**src/rtl/muldiv_unit_if.sv**
```systemverilog
// Request/response bundle between the execute stage and the multiply/divide unit.
interface muldiv_unit_if #(
  parameter int WIDTH = 32
);
  logic             start;
  logic [1:0]       op;
  logic [WIDTH-1:0] a;
  logic [WIDTH-1:0] b;
  logic             we_hi;
  logic             we_lo;
  logic [WIDTH-1:0] wd;
  logic             busy;
  logic             done;
  logic [WIDTH-1:0] hi;
  logic [WIDTH-1:0] lo;

  modport master (
    output start, op, a, b, we_hi, we_lo, wd,
    input  busy, done, hi, lo
  );

  modport slave (
    input  start, op, a, b, we_hi, we_lo, wd,
    output busy, done, hi, lo
  );
endinterface

```
**src/rtl/muldiv_unit.sv**
```systemverilog
// Multiply/divide unit with architectural HI/LO registers.
// Multiply: pipelined signed/unsigned full product, latency MUL_STAGES.
// Divide: restoring magnitude division (WIDTH steps) followed by a sign
// fixup step; divide by zero resolves in a single cycle.
module muldiv_unit #(
  parameter int WIDTH      = 32,
  parameter int MUL_STAGES = 2
) (
  input logic         clk,
  input logic         rst,
  muldiv_unit_if.slave bus
);
  localparam int LMAX = (WIDTH + 1 > MUL_STAGES) ? WIDTH + 1 : MUL_STAGES;
  localparam int CW   = $clog2(LMAX + 1);
  localparam logic [CW-1:0] MUL_LAST = CW'(MUL_STAGES - 1);
  localparam logic [CW-1:0] DIV_LAST = CW'(WIDTH);
  localparam logic [CW-1:0] CNT_ONE  = {{(CW-1){1'b0}}, 1'b1};
  localparam logic [WIDTH-1:0] ZERO  = {WIDTH{1'b0}};
  localparam logic [WIDTH-1:0] ONES  = {WIDTH{1'b1}};

  typedef enum logic [1:0] {
    S_IDLE = 2'd0,
    S_MUL  = 2'd1,
    S_DIV  = 2'd2,
    S_DZ   = 2'd3
  } state_t;

  state_t           r_state, w_state_nxt;
  logic [CW-1:0]    r_cnt;
  logic             r_busy, r_done;
  logic [WIDTH-1:0] r_hi, r_lo;
  logic [WIDTH-1:0] r_a, r_b;
  logic             r_sgn;
  logic [WIDTH-1:0] r_q, r_rem, r_dvs;
  logic             r_neg_q, r_neg_r;

  logic             w_fin, w_busy_nxt, w_start_ok;
  logic [WIDTH-1:0] w_abs_a, w_abs_b;
  logic [WIDTH:0]   w_sh, w_diff;
  logic [WIDTH-1:0] w_res_hi, w_res_lo;
  logic signed [WIDTH:0]       w_ma, w_mb;
  logic signed [2*WIDTH-1:0]   w_prod;
  logic [2*WIDTH-1:0]          w_mul_res;

  // New operations are only taken while nothing is in flight.
  assign w_start_ok = bus.start && (r_state == S_IDLE);
  assign w_abs_a = (bus.op[0] && bus.a[WIDTH-1]) ? -bus.a : bus.a;
  assign w_abs_b = (bus.op[0] && bus.b[WIDTH-1]) ? -bus.b : bus.b;

  // One extra sign bit lets a single signed multiplier serve MULT and MULTU.
  assign w_ma   = {r_sgn & r_a[WIDTH-1], r_a};
  assign w_mb   = {r_sgn & r_b[WIDTH-1], r_b};
  assign w_prod = w_ma * w_mb;

  // Restoring step: shift next dividend bit into the partial remainder and trial-subtract.
  assign w_sh   = {r_rem, r_q[WIDTH-1]};
  assign w_diff = w_sh - {1'b0, r_dvs};

  generate
    if (MUL_STAGES > 1) begin : g_pipe
      logic [2*WIDTH-1:0] r_pipe [MUL_STAGES-1];
      // Product delay line; synthesis retimes these registers into the multiplier.
      always_ff @(posedge clk or posedge rst) begin
        if (rst) begin
          for (int i = 0; i < MUL_STAGES - 1; i++) r_pipe[i] <= {(2*WIDTH){1'b0}};
        end else begin
          r_pipe[0] <= w_prod;
          for (int i = 1; i < MUL_STAGES - 1; i++) r_pipe[i] <= r_pipe[i-1];
        end
      end
      assign w_mul_res = r_pipe[MUL_STAGES-2];
    end else begin : g_nopipe
      assign w_mul_res = w_prod;
    end
  endgenerate

  // State register.
  always_ff @(posedge clk or posedge rst) begin
    if (rst) r_state <= S_IDLE;
    else     r_state <= w_state_nxt;
  end

  // Next-state, completion and busy decode.
  always_comb begin
    w_state_nxt = r_state;
    w_fin       = 1'b0;
    case (r_state)
      S_IDLE: begin
        if (bus.start) begin
          if (bus.op[1]) begin
            if (bus.b == ZERO) w_state_nxt = S_DZ;
            else               w_state_nxt = S_DIV;
          end else begin
            w_state_nxt = S_MUL;
          end
        end else begin
          w_state_nxt = S_IDLE;
        end
      end
      S_MUL: begin
        if (r_cnt == MUL_LAST) begin
          w_fin       = 1'b1;
          w_state_nxt = S_IDLE;
        end else begin
          w_state_nxt = S_MUL;
        end
      end
      S_DIV: begin
        if (r_cnt == DIV_LAST) begin
          w_fin       = 1'b1;
          w_state_nxt = S_IDLE;
        end else begin
          w_state_nxt = S_DIV;
        end
      end
      S_DZ: begin
        w_fin       = 1'b1;
        w_state_nxt = S_IDLE;
      end
      default: w_state_nxt = S_IDLE;
    endcase
    // The capture cycle right after acceptance does not report busy.
    w_busy_nxt = (r_state != S_IDLE) && (w_state_nxt != S_IDLE);
  end

  // Result selection for the completing operation, with divide sign fixup.
  always_comb begin
    w_res_hi = r_hi;
    w_res_lo = r_lo;
    case (r_state)
      S_MUL: begin
        w_res_hi = w_mul_res[2*WIDTH-1:WIDTH];
        w_res_lo = w_mul_res[WIDTH-1:0];
      end
      S_DIV: begin
        w_res_hi = r_neg_r ? -r_rem : r_rem;
        w_res_lo = r_neg_q ? -r_q : r_q;
      end
      S_DZ: begin
        w_res_hi = r_a;
        w_res_lo = ONES;
      end
      default: begin
        w_res_hi = r_hi;
        w_res_lo = r_lo;
      end
    endcase
  end

  // Operand capture, step counter and divider iteration.
  always_ff @(posedge clk or posedge rst) begin
    if (rst) begin
      r_cnt   <= {CW{1'b0}};
      r_a     <= ZERO;
      r_b     <= ZERO;
      r_sgn   <= 1'b0;
      r_q     <= ZERO;
      r_rem   <= ZERO;
      r_dvs   <= ZERO;
      r_neg_q <= 1'b0;
      r_neg_r <= 1'b0;
    end else if (w_start_ok) begin
      r_cnt   <= {CW{1'b0}};
      r_a     <= bus.a;
      r_b     <= bus.b;
      r_sgn   <= bus.op[0];
      r_q     <= w_abs_a;
      r_rem   <= ZERO;
      r_dvs   <= w_abs_b;
      r_neg_q <= bus.op[0] & (bus.a[WIDTH-1] ^ bus.b[WIDTH-1]);
      r_neg_r <= bus.op[0] & bus.a[WIDTH-1];
    end else if (r_state != S_IDLE) begin
      r_cnt <= r_cnt + CNT_ONE;
      if (r_state == S_DIV && r_cnt != DIV_LAST) begin
        if (!w_diff[WIDTH]) begin
          r_rem <= w_diff[WIDTH-1:0];
          r_q   <= {r_q[WIDTH-2:0], 1'b1};
        end else begin
          r_rem <= w_sh[WIDTH-1:0];
          r_q   <= {r_q[WIDTH-2:0], 1'b0};
        end
      end
    end
  end

  // HI/LO update: a completing result overrides any MTHI/MTLO on the same edge.
  always_ff @(posedge clk or posedge rst) begin
    if (rst) begin
      r_hi   <= ZERO;
      r_lo   <= ZERO;
      r_busy <= 1'b0;
      r_done <= 1'b0;
    end else begin
      r_busy <= w_busy_nxt;
      r_done <= w_fin;
      if (w_fin) begin
        r_hi <= w_res_hi;
        r_lo <= w_res_lo;
      end else begin
        if (!r_busy && bus.we_hi) r_hi <= bus.wd;
        if (!r_busy && bus.we_lo) r_lo <= bus.wd;
      end
    end
  end

  assign bus.busy = r_busy;
  assign bus.done = r_done;
  assign bus.hi   = r_hi;
  assign bus.lo   = r_lo;
endmodule

```
**src/flat_wrapper.sv**
```systemverilog
// flat-port wrapper written by rule: the top's interface ports become plain ports
module muldiv_unit_flat 
#(
  parameter int WIDTH      = 32,
  parameter int MUL_STAGES = 2
)
  (clk, rst, bus_start, bus_op, bus_a, bus_b, bus_we_hi, bus_we_lo, bus_wd, bus_busy, bus_done, bus_hi, bus_lo);
  muldiv_unit_if #(.WIDTH(WIDTH)) bus_i ();
  input logic clk;
  input logic rst;
  input wire logic [$bits(bus_i.start)-1:0] bus_start;
  input wire logic [$bits(bus_i.op)-1:0] bus_op;
  input wire logic [$bits(bus_i.a)-1:0] bus_a;
  input wire logic [$bits(bus_i.b)-1:0] bus_b;
  input wire logic [$bits(bus_i.we_hi)-1:0] bus_we_hi;
  input wire logic [$bits(bus_i.we_lo)-1:0] bus_we_lo;
  input wire logic [$bits(bus_i.wd)-1:0] bus_wd;
  output wire logic [$bits(bus_i.busy)-1:0] bus_busy;
  output wire logic [$bits(bus_i.done)-1:0] bus_done;
  output wire logic [$bits(bus_i.hi)-1:0] bus_hi;
  output wire logic [$bits(bus_i.lo)-1:0] bus_lo;
  assign bus_i.start = bus_start;
  assign bus_i.op = bus_op;
  assign bus_i.a = bus_a;
  assign bus_i.b = bus_b;
  assign bus_i.we_hi = bus_we_hi;
  assign bus_i.we_lo = bus_we_lo;
  assign bus_i.wd = bus_wd;
  assign bus_busy = bus_i.busy;
  assign bus_done = bus_i.done;
  assign bus_hi = bus_i.hi;
  assign bus_lo = bus_i.lo;
  muldiv_unit #(.WIDTH(WIDTH), .MUL_STAGES(MUL_STAGES)) u_core (.clk(clk), .rst(rst), .bus(bus_i));
endmodule
```
**config.mk**
```make
export PLATFORM = sky130hd
export DESIGN_NAME = muldiv_unit_flat
export DESIGN_NICKNAME = d
export VERILOG_FILES = /design/src/rtl/muldiv_unit_if.sv /design/src/rtl/muldiv_unit.sv /design/src/flat_wrapper.sv
export SDC_FILE = /design/constraint.sdc
export NUM_CORES = 2
export LEC_CHECK = 0
export BUFFER_PORTS_ARGS = -buffer_cell sky130_fd_sc_hd__buf_2
export CAP_MARGIN = 30
export CORE_MARGIN = 2
export CORE_UTILIZATION = 44
export DETAILED_ROUTE_END_ITERATION = 6
export SLEW_MARGIN = 20
export SYNTH_ARGS = -nofsm -noshare
export SYNTH_HDL_FRONTEND = slang
export SYNTH_SLANG_ARGS = --single-unit
```
**constraint.sdc**
```tcl
create_clock -name clk -period 30.6 [get_ports clk]
set_input_delay 6.12 -clock clk [delete_from_list [all_inputs] [get_ports clk]]
set_output_delay 6.12 -clock clk [all_outputs]
set_load 0.01 [all_outputs]
```
After elaboration in Yosys (flattened, before gate mapping)
Cells that the tools add are included.
{"block": "classes", "add_sub_neg": 6, "multipliers": 1, "div": 0, "order_cmp": 0, "n_eq_ne": 7, "n_shift": 0, "muxes": 29, "bitwise": 5, "reduce_logical": 19}
{"operator": "$mux W32", "n": 15}
{"operator": "$pmux W32 S3", "n": 2}
{"operator": "$neg A32 Y32", "n": 4}
{"operator": "$mul A33 B33 Y64", "n": 1}
{"operator": "$sub A33 B32 Y33", "n": 1}
{"operator": "$logic_not A32 Y1", "n": 1}
{"operator": "$mux W6", "n": 2}
{"operator": "$reduce_bool A2 Y1", "n": 6}
{"operator": "$pmux W2 S4", "n": 1}
{"operator": "$logic_and A1 B1 Y1", "n": 7}
{"operator": "$add A6 B1 Y6 const B", "n": 1}
{"operator": "$eq A6 B1 Y1 const B", "n": 1}
{"operator": "$eq A6 B6 Y1 const B", "n": 1}
{"operator": "$mux W2", "n": 3}
{"operator": "$ne A6 B6 Y1 const B", "n": 1}
{"operator": "$reduce_and A2 Y1", "n": 3}
{"operator": "$mux W1", "n": 5}
{"operator": "$and A1 B1 Y1", "n": 4}
{"operator": "$eq A2 B2 Y1 const B", "n": 2}
{"operator": "$ne A4 B4 Y1 const B", "n": 1}
{"operator": "$pmux W1 S3", "n": 1}
{"operator": "$eq A2 B1 Y1 const B", "n": 1}
{"operator": "$logic_not A2 Y1", "n": 1}
{"operator": "$logic_not A1 Y1", "n": 1}
{"operator": "$xor A1 B1 Y1", "n": 1}
{"block": "word_totals", "reg_bits": 301, "latch_bits": 0, "mem_bits_rw": 0, "rom_bits": 0, "mem_count": 0}

Logic depth before layout (Yosys ltp)
{"block": "logic_depth", "ltp_word": 7, "depth_mapped": 31, "depth_no_buf": 28}

Worst setup path after synthesis
OpenSTA, ideal clock, no wires.
{"block": "synth_timing", "path_kind": "in2reg", "from": "in bus_b[0]", "to": "reg u_core.r_dvs[30]", "arrival_time_ns": 8.114, "path_slack_ns": 22.354, "cell_stages": 11, "n_path_buf": 0, "cell_sequence": "inv_1 -> ha_1 -> nand2b_1 -> or4b_1 -> nor4_2 -> nand2_1 -> nor2_1 -> nand2_1 -> o31ai_1 -> xor2_1 -> o21ai_1"}
{"block": "synth_via", "elab_chain_len": 2}
{"item": "start, declared", "line_no": "flat_wrapper.sv:14", "source": "input wire logic [$bits(bus_i.b)-1:0] bus_b;"}
{"item": "$neg A32 Y32", "line_no": "muldiv_unit.sv:48", "source": "assign w_abs_b = (bus.op[0] && bus.b[WIDTH-1]) ? -bus.b : bus.b;"}
{"item": "$mux W32", "line_no": "muldiv_unit.sv:48"}
{"item": "end signal, assigned", "line_no": "muldiv_unit.sv:169", "source": "r_dvs <= w_abs_b;"}
{"item": "end, declared", "line_no": "muldiv_unit.sv:34", "source": "logic [WIDTH-1:0] r_q, r_rem, r_dvs;"}
No other way between the ends.
A chain may end at the register's enable or synchronous reset.

Worst setup path after layout
{"block": "layout_timing", "from": "reg u_core.r_sgn", "to": "reg u_core.g_pipe.r_pipe[61] in the netlist's numbering"}
{"block": "layout_via", "elab_chain_len": 2}
{"item": "start, declared", "line_no": "muldiv_unit.sv:33", "source": "logic r_sgn;"}
{"item": "start signal, assigned", "line_no": "muldiv_unit.sv:166", "source": "r_sgn <= bus.op[0];"}
{"item": "$and A1 B1 Y1 (on tied branches)", "line_no": "muldiv_unit.sv:51, muldiv_unit.sv:52"}
{"item": "$mul A33 B33 Y64 (*)", "line_no": "muldiv_unit.sv:53", "source": "assign w_prod = w_ma * w_mb;"}
{"item": "named net u_core.w_prod[61]", "line_no": "muldiv_unit.sv:42", "source": "logic signed [2*WIDTH-1:0] w_prod;"}
{"item": "end, declared", "line_no": "muldiv_unit.sv:61", "source": "logic [2*WIDTH-1:0] r_pipe [MUL_STAGES-1];"}
The timed path passes the listed nets; every way through them passes the cells marked *.

==> flow_results.org <==
** Detailed routing
- Number of search-and-repair iterations in the first detailed-routing pass :: 6
- Initial drt markers :: 3,531
- In this run the remaining antenna-violating nets after routing total 0.
- Total number of vias :: 41,600
- Summed over all layers, the routed wires come to 165 mm.
- In the final routed layout, each cell accounts on average for 21.6 µm.
- After detailed routing, the number of remaining DRC violations is 0.
- Dividing the detail-routed via count by the number of cells gives 5.43.

** Yosys
- Of the total synthesized cell area, the portion taken by XOR and XNOR cells is 3.54%.
- After Yosys synthesis, full adders, half adders and majority gates account for 47.2% of the synthesized area.
- Fraction of synthesis flops using an asynchronous set or reset pin :: 100%
- The synthesized netlist devotes 7.67% of its cell area to compound gates.
- Synthesized-area fraction occupied by and/or/nand/nor cells :: 16.4%
- A synthesized cell averages 8.97 µm².
- The share of the Yosys chip area taken by registers is 13.8%.
- The commonest cells after synthesis are sky130_fd_sc_hd__nand2_1, sky130_fd_sc_hd__inv_1, sky130_fd_sc_hd__fa_1.
- The netlist uses 89 different library cells.
- The synthesized design spends more area on one cell type than any other, namely sky130_fd_sc_hd__fa_1.
- Cell with the most instances after synthesis :: sky130_fd_sc_hd__nand2_1
- The Yosys step of the flow raised 0 warnings.
- When the netlist entered floorplanning its net count stood at 7,545.
- The most used flip-flop cell after synthesis is sky130_fd_sc_hd__dfrtp_1.
- Synthesis inferred 300 register bits.
- Share of the synthesized area in the top cell type :: 41.4%
- Combinational family with the most area after synthesis :: adder cells
- Share of synthesized area spent on multiplexers :: 0.669%
- Post-synthesis cell count :: 6,065
- The cell area that synthesis handed to floorplanning was 54,400 µm².
- In this run, synthesis inferred 0 flip-flops with an integrated enable.
- Yosys attributes the largest share of cell area to sky130_fd_sc_hd__fa_1, sky130_fd_sc_hd__dfrtp_1, sky130_fd_sc_hd__nand2_1.

** Layout
- Footprint of the multi-input gates :: 41,100 µm²
- In the final design database the tool counted 7,467 nets.
- Syn-to-layout area delta :: 6.42%
- The post-route netlist has 6.18% of its cells at a drive strength greater than 1.
- The filler cells instantiated in the layout total 11,800.
- Final core area utilization :: 47.0%
- In the final layout, flip-flops and latches occupy 7520 µm².

** Setup path
- For the worst setup path, the data required time is 31,080 ps.
- Type of element launching the critical path :: flop
- The cell that appears most often on the critical path is sky130_fd_sc_hd__fa_1.
- WS Path Type :: reg -> reg
- Largest fanout of any net on the critical path :: 21
- Signal arrival time at the worst endpoint :: 9180 ps
- The largest individual stage delay along the critical path comes from the cell sky130_fd_sc_hd__fa_1.
- Kind of cell with the highest combined delay on the critical path :: adder cells
- The worst setup path is captured at a flop.
- On the worst path, the slowest cell contributes a delay of 820 ps.
- Buffering stage count on the worst path with inverters included :: 8

** Floorplanning
- I/O Pins :: 169
- The die is 356 µm tall.
- The core region is 123,000 µm².
- Once the floorplan was initialized, standard cells occupied 44.2% of the core.
- Area of the die :: 126,000 µm²
- Measured along the x axis, the die boundary spans 356 µm.
- The initialized floorplan defines 129 standard-cell rows.

** STA
- The total count of hold-check failures in the final report was 0.
- For the pin with the worst max-slew slack, the measured transition is 1080 ps.
- Setup repair after global routing left no endpoint under its margin.
- Tightest slew margin relative to the limit :: 27.9%
- Worst clock skew :: 42.0 ps
- Setup-failing EPs final :: 0
- Minimum clock period after layout :: 8700 ps
- Pins Over Slew Limit :: 0
- On the final layout, the worst hold slack is 482 ps.
- Dividing the final minimum period by the clock period gives 28.4%.
- For this run, the top clock speed supported by timing is 0.115 GHz.
- In the final timing run, aggregate negative setup slack is 0 ps.

** GRT
- Maximum number of pins on one net before global-route repair :: 116
- Total global routing overflow :: 0
- The number of antenna violations at the first check in global routing is 11.
- Via count of the first global-routing pass :: 44,100
- The first global-routing pass estimated 262 mm of wire.
- GRT Overall Usage :: 27.0%

** Worst hold path
- Worst min-delay path class :: reg -> reg

** Clock tree
- H-tree depth :: 2
- The tree is rooted in a sky130_fd_sc_hd__clkbuf_16.
- Post-CTS setup-driven buffer insertion count :: 0
- TritonCTS built the clock tree.
- Post-CTS repair changed the size of 0 cells.
- The number of clock buffers added by TritonCTS is 37.
- The clock passes through at most 3 buffers.
- The clock net in this run drives a total of 300 sinks.
- Number of buffers inserted for hold repair after clock tree synthesis :: 0
- Clock latency on the worst-skew pair, taken at its later pin, is 570 ps.
- Register clock-pin slew on the reported worst setup and hold paths :: 60 ps

** Place
- Final HPWL from detailed placement :: 126 mm
- Routability-driven placement finished with a final weighted congestion of 0.933.
- The count of buffers added on input and output ports is 168.

** Run
- The tool flagged a number of max-cap violations equal to 0.

** Outcome
- Run status :: finished, final reports clean
-- tightest hold or removal path, delay by kind of cell (launching register included) --
| kind | cells | cell delay, ps |
|---|---|---|
| compound gates | 1 | 60 |
| flops | 1 | 340 |
| simple gates | 1 | 50 |
-- routing by layer --
| layer | track usage [%] | vias up | share of wire, % | routed length (µm) |
|---|---|---|---|---|
| met4 | 7.55 | 4 | 3.2 | 5320 |
| li1 | - | 18200 | - | - |
| met2 | 44.2 | 1635 | 47 | 77900 |
| met3 | 3.58 | 294 | 7.3 | 12100 |
| met1 | 37.5 | 21500 | 42 | 70100 |
| met5 | 0 | - | 0.013 | 21 |
-- layout by cell type (no fill, tap or decap), drive strengths merged, types with 101 or more instances in the layout --
cell type  netlist  routed
o21ai          191     191
dfrtp          300     300
nor2           174     174
a31oi          101     101
inv           1156    1159
ha             251     251
and2           352     352
fa            1126    1126
buf             23     253
nand2         1183    1183
xnor2          132     132
a21oi          112     112
-- sequential cells by signal, indices dropped and copies added (netlist names), 2 cells and up --
register / cells
u_core.r_state: 2
u_core.r_q: 32
u_core.r_b: 31
u_core.r_rem: 32
u_core.bus.hi: 32
u_core.r_a: 32
u_core.r_dvs: 32
u_core.r_cnt: 6
u_core.g_pipe.r_pipe: 64
u_core.bus.lo: 32
-- through the flow --
stage	cells	instance area [µm²]	setup slack, ps
floorplan	6065	54400	16190
global placement	7582	56500	21840
detailed placement	7584	56500	21810
CTS	7652	57800	21880
global route	7654	57900	21320
finish	7658	57900	21900
-- area by class of cell --
type	count	area share, %
antenna	5	0.0216
clock buffer	49	1.82
clock inverter	19	0.510
inverter	1156	7.51
multi-input combinational	4239	71.0
sequential	300	13.0
tap	1637	3.54
timing repair buffer	253	2.62
-- cells by family (layout without fill, tap and decap cells) --
kind of cell | Yosys count | count (layout)
buf+inv | 1526 | 1477
other cells | 0 | 5
mux | 36 | 36
fa+ha+maj | 1377 | 1377
compound gates | 645 | 645
xor+xnor | 220 | 220
flops | 300 | 300
simple gates | 1961 | 1961
-- final timing paths --
| path | start | to | slack, ps | cells past startpoint |
|---|---|---|---|---|
| setup / recovery | u_core.r_sgn | u_core.g_pipe.r_pipe[61] | 21900 | 28 |
| hold / removal | u_core.r_dvs[28] | u_core.r_dvs[28] | 480 | 2 |
| setup reg to reg | u_core.r_sgn | u_core.g_pipe.r_pipe[61] | 21900 | 28 |
| hold reg to reg | u_core.r_dvs[28] | u_core.r_dvs[28] | 480 | 2 |
| max in group asynchronous | rst | u_core.r_b[15] | 22590 | 4 |
| min in group asynchronous | rst | u_core.r_cnt[0] | 5670 | 2 |
Power is not shown: default switching activity piles up to over one toggle a cycle in this logic, so the estimate is an artifact.
